<file path="config.mk">
export PLATFORM = sky130hd
export DESIGN_NAME = regfile_rat
export DESIGN_NICKNAME = d
export VERILOG_FILES = /design/src/rtl/regfile_rat.sv
export SDC_FILE = /design/constraint.sdc
export NUM_CORES = 2
export LEC_CHECK = 0
export CELL_PAD_IN_SITES_DETAIL_PLACEMENT = 1
export CELL_PAD_IN_SITES_GLOBAL_PLACEMENT = 2
export CORE_MARGIN = 10
export CORE_UTILIZATION = 40
export CTS_CLUSTER_DIAMETER = 80
export DETAILED_ROUTE_END_ITERATION = 7
export HOLD_SLACK_MARGIN = 0.08
export PLACE_DENSITY_LB_ADDON = 0.2
export SLEW_MARGIN = 15
export SYNTH_ARGS = -nofsm -noshare
export SYNTH_HDL_FRONTEND = slang
export SYNTH_SLANG_ARGS = --single-unit
</file>
<file path="constraint.sdc">
create_clock -name clk -period 53.9 [get_ports clk]
set_input_delay 13.475 -clock clk [delete_from_list [all_inputs] [get_ports clk]]
set_output_delay 13.475 -clock clk [all_outputs]
set_load 0.05 [all_outputs]
</file>
<file path="src/rtl/regfile_rat.sv">
// regfile_rat: architectural register file with rename table, commit bypass and ROB forwarding
module regfile_rat #(
    parameter int rob_size = 16,
    parameter int rob_index_bits = 4
) (
    input  logic                          clk,
    input  logic                          rst,
    input  logic                          load_reg_dec,
    input  logic [4:0]                    regidx_dec,
    input  logic [31:0]                   regdata_dec,
    input  logic                          load_reg_wb,
    input  logic [4:0]                    regidx_wb,
    input  logic [31:0]                   regdata_wb,
    input  logic [rob_index_bits-1:0]     rob_head,
    input  logic [rob_size-1:0]           done_rob,
    input  logic [rob_size-1:0][31:0]     data_rob,
    input  logic [4:0]                    rs1_idx,
    input  logic [4:0]                    rs2_idx,
    output logic                          rs1_ready,
    output logic                          rs2_ready,
    output logic [31:0]                   rs1_data,
    output logic [31:0]                   rs2_data,
    output logic [31:0]                   retired_count
);
    logic [31:0]               data [32];
    logic                      busy [32];
    logic [rob_index_bits-1:0] tag  [32];
    logic                      wb, dec, unused_dec;

    assign wb = load_reg_wb && regidx_wb != 5'd0;
    assign dec = load_reg_dec && regidx_dec != 5'd0;
    assign unused_dec = ^regdata_dec[31:rob_index_bits];

    // rename is applied after commit so a same-cycle rename of the same register wins
    always_ff @(posedge clk or posedge rst) begin
        if (rst) begin
            for (int i = 0; i < 32; i++) begin
                data[i] <= '0;
                busy[i] <= 1'b0;
                tag[i]  <= '0;
            end
            retired_count <= '0;
        end else begin
            if (wb) begin
                data[regidx_wb] <= regdata_wb;
                if (busy[regidx_wb] && tag[regidx_wb] == rob_head) busy[regidx_wb] <= 1'b0;
                retired_count <= retired_count + 32'd1;
            end
            if (dec) begin
                busy[regidx_dec] <= 1'b1;
                tag[regidx_dec]  <= regdata_dec[rob_index_bits-1:0];
            end
        end
    end

    function automatic logic [32:0] rd(input logic [4:0] i);
        logic [rob_index_bits-1:0] t;
        logic                      byp;
        t = tag[i];
        byp = load_reg_wb && regidx_wb == i && busy[i] && t == rob_head;
        return i == 5'd0 ? 33'h1_0000_0000 :
               byp       ? {1'b1, regdata_wb} :
               !busy[i]  ? {1'b1, data[i]} :
               done_rob[t] ? {1'b1, data_rob[t]} : {1'b0, 32'(t)};
    endfunction

    assign {rs1_ready, rs1_data} = rd(rs1_idx);
    assign {rs2_ready, rs2_data} = rd(rs2_idx);
endmodule

</file>
==> impl_metrics.toml <==
[status]
status = "finished clean"

[timing]
slew_violations = 0
skew_ns = 0.02608
fmax_ghz = 0.02882
period_share_pct = 64.38
relSlewSlack_pct = 9.486
hold_viol_final = 0
rsz0062_at_grt = "false"
tightest_slew_ns = 1.353
setup_tns_ns = 0
finalSetupViolCount = 0
post-route-min-period_ns = 34.70

[logic_synthesis]
ys_ff_latch = 1216
synth_enable_flop_cells = 0
netlist.area_leader.share_pct = 39.58
ys_warn_count = 0
synth.yosys.seq_area_share_pct = 39.58
synth_area_leaders = "dfrtp_1 (40%), mux4_2 (22%), mux2_2 (16%)"
avgSynthCellArea_um2 = 12.29
syn-cell-area_um2 = 76880
synth_top_cell_by_area = "dfrtp_1"
syn-instance-count = 6256
async_flop_share_pct = 100.0
synth_top_flop_cell = "dfrtp_1"
synth_cell_types = 68
synth_fp_nets = 6877

[clocking]
post_cts_buffers = 0
clk_pin_slew_worst_paths_ns = 0.05
cts.repair.resized = 0
cts.sinks = 1216
clock_path_buffers = 3
insertion_delay_ns = 0.80
cts_tree = "done"
cts_hold_buf = 0
root_buffer = "clkbuf_16"
cts_max_level = 4
cts_buffers = 135

[detailed_routing]
first_pass_iters = 6
drtAntennaViolNets = 0
wl_um = 347400
dr_total_vias = 60940
drt_iter0_markers = 6011
wl_per_cell_um = 37.86
vias_per_cell = 6.641
drc = 0

[final_layout]
nets = 7135
drive_gt1_share_pct = 34.53
area_growth_pct = 17.48
nFillCells = 19350

[setup_path]
critPathKind = "in2out"
cp.required_ns = 40.43
endpoint_kind = "primary output"
crit_arrival_ns = 21.23
path_max_fanout = 131
cp-start-kind = "input pin"

[power_and_ir_drop]
seqPwrFrac_pct = 36.2
p_sw_share_pct = 35.63
switching_power_mw = 1.202
p_per_area_nw_per_um2 = 37.34
vdd_ir_drop_max_mv = 0.03470
p_leak_nw = 37.31
total_power_mw = 3.373
combPwrFrac_pct = 35.0
internal-power_mw = 2.171
power_frac_clock_pct = 28.8

[floorplan]
fp.dieH_um = 458.4
rows = 160
core_um2 = 190600
die_w_um = 458.4
ios = 718
initial_utilization_pct = 40.34
dieArea_um2 = 210100

[global_routing]
grt_pass1_wl_um = 489800
grt_overflow = 0
grt_pass1_vias = 62720
grt_usage_pct = 31.98
grt_max_degree = 167
antenna_found_initial = 81

[placed_design]
routabilityCongestion = 0.9520
port_buffers = 689
hpwl_um = 224400

[run]
drv_cap = 0

[min_path]
min_path_type = "reg2reg"
[power by group through the flow]
stage / Clock (mW) / Combinational [mW] / Sequential [mW]
finish: 0.973 / 1.18 / 1.22
global route: 1.02 / 1.23 / 1.24
CTS: 0.987 / 1.17 / 1.22
detailed placement: 0 / 1.16 / 1.23
global placement: 0 / 1.14 / 1.21
floorplan: 0 / 0.762 / 1.20
[per-layer routing]
layer  track usage [%]  vias up  part of all wire (%)
li1                  -    24550                     -
met1             42.05    33010                    41
met2             50.41     2659                    46
met3             6.353      687                   7.0
met4             16.06       28                   5.4
met5                 0        -                 0.056
[state kept, by name (all words and copies together), names as in the netlist]
name	flops
tag	128
data	1024
retired_count	32
busy	32
[stage by stage]
| step | utilization (%) | hold slack [ns] | instances | area (um^2) | setup WS, ns |
|---|---|---|---|---|---|
| after floorplan | - | 0.4413 | 6256 | 76880 | 6.165 |
| final | 47.39 | 0.3949 | 9176 | 90320 | 19.20 |
| after global routing | 47.38 | 0.4098 | 9165 | 90290 | 18.97 |
| after global placement | 44.92 | 0.3763 | 8888 | 85600 | 19.30 |
| after detailed placement | 44.92 | 0.3836 | 8888 | 85600 | 19.28 |
| after CTS | 47.33 | 0.3964 | 9128 | 90210 | 19.24 |
[path summary, 6_finish.rpt]
check                           startpoint      endpoint  slack (ns)  cells after the start
max in group asynchronous              rst     data[567]       36.47                      6
min in group asynchronous              rst     data[806]       13.26                      2
worst min register to register  data[1010]    data[1010]        0.39                      0
worst min-delay path            data[1010]    data[1010]        0.39                      0
worst max register to register      tag[2]       busy[3]       50.19                      8
worst max-delay path            rs2_idx[1]  rs2_data[25]       19.20                     15
[worst max-delay path: stages]
cell,delay (ns)
buf_8,0.62
buf_12,0.70
mux2i_1,0.19
a22oi_1,0.25
nand3_2,0.53
nand4_1,0.28
buf_4,0.66
buf_4,0.76
buf_4,0.75
nand2_1,0.12
a311oi_1,0.38
a311oi_1,0.11
o41ai_1,0.89
o211a_1,0.27
clkdlybuf4s50_1,0.97
[cells in the final DEF (no fill, tap or decap), drive strengths merged, types with 47 or more instances in the layout]
| cell type | count |
|---|---|
| mux4 | 735 |
| clkbuf | 195 |
| a211oi | 99 |
| a41oi | 72 |
| buf | 156 |
| a21oi | 103 |
| nand2 | 847 |
| nand3 | 332 |
| o211ai | 58 |
| clkdlybuf4s50 | 673 |
| nor2 | 91 |
| mux2i | 191 |
| diode | 48 |
| mux2 | 1106 |
| dfrtp | 1216 |
| o41ai | 47 |
| a311oi | 123 |
| o21ai | 61 |
| inv | 83 |
[layout make-up]
class | instances | area (um^2) | share of cell area, %
repair buffers | 829 | 8046 | 8.909
inverters | 76 | 297.8 | 0.3297
clock inverters | 45 | 638.1 | 0.7065
well taps | 2511 | 3142 | 3.479
multi-input cells | 4256 | 43680 | 48.36
diodes | 48 | 120.1 | 0.1330
flip-flops and latches | 1216 | 30430 | 33.69
clock buffers | 195 | 3966 | 4.391
[cells by family after synthesis]
family                   Yosys count  share of synthesized area [%]
flip-flops                      1216                          39.58
adder cells (fa/ha/maj)            1                        0.01627
AND/OR/NAND/NOR                 1403                          7.882
buffers and inverters            784                          4.104
multiplexers                    2032                          40.23
XOR/XNOR                          53                         0.6038
AO/OA/AOI/OAI                    767                          7.579
[synth_stat cells, drive strengths merged, types with 3 or more instances]
| cell | n |
|---|---|
| a2111oi | 5 |
| a211o | 3 |
| a211oi | 99 |
| a21o | 14 |
| a21oi | 103 |
| a22oi | 34 |
| a2bb2oi | 3 |
| a311o | 27 |
| a311oi | 123 |
| a31oi | 37 |
| a32oi | 33 |
| a41oi | 72 |
| and2 | 33 |
| and3 | 13 |
| and4 | 9 |
| buf | 221 |
| clkbuf | 487 |
| dfrtp | 1216 |
| inv | 76 |
| mux2 | 1106 |
| mux2i | 191 |
| mux4 | 735 |
| nand2 | 847 |
| nand2b | 6 |
| nand3 | 332 |
| nand3b | 7 |
| nand4 | 21 |
| nor2 | 91 |
| nor2b | 7 |
| nor3 | 11 |
| nor3b | 5 |
| nor4 | 5 |
| o211a | 29 |
| o211ai | 58 |
| o21ai | 61 |
| o22ai | 3 |
| o41ai | 47 |
| or2 | 9 |
| xnor2 | 39 |
| xor2 | 14 |
No activity file was read; power rests on OpenSTA's default activity.
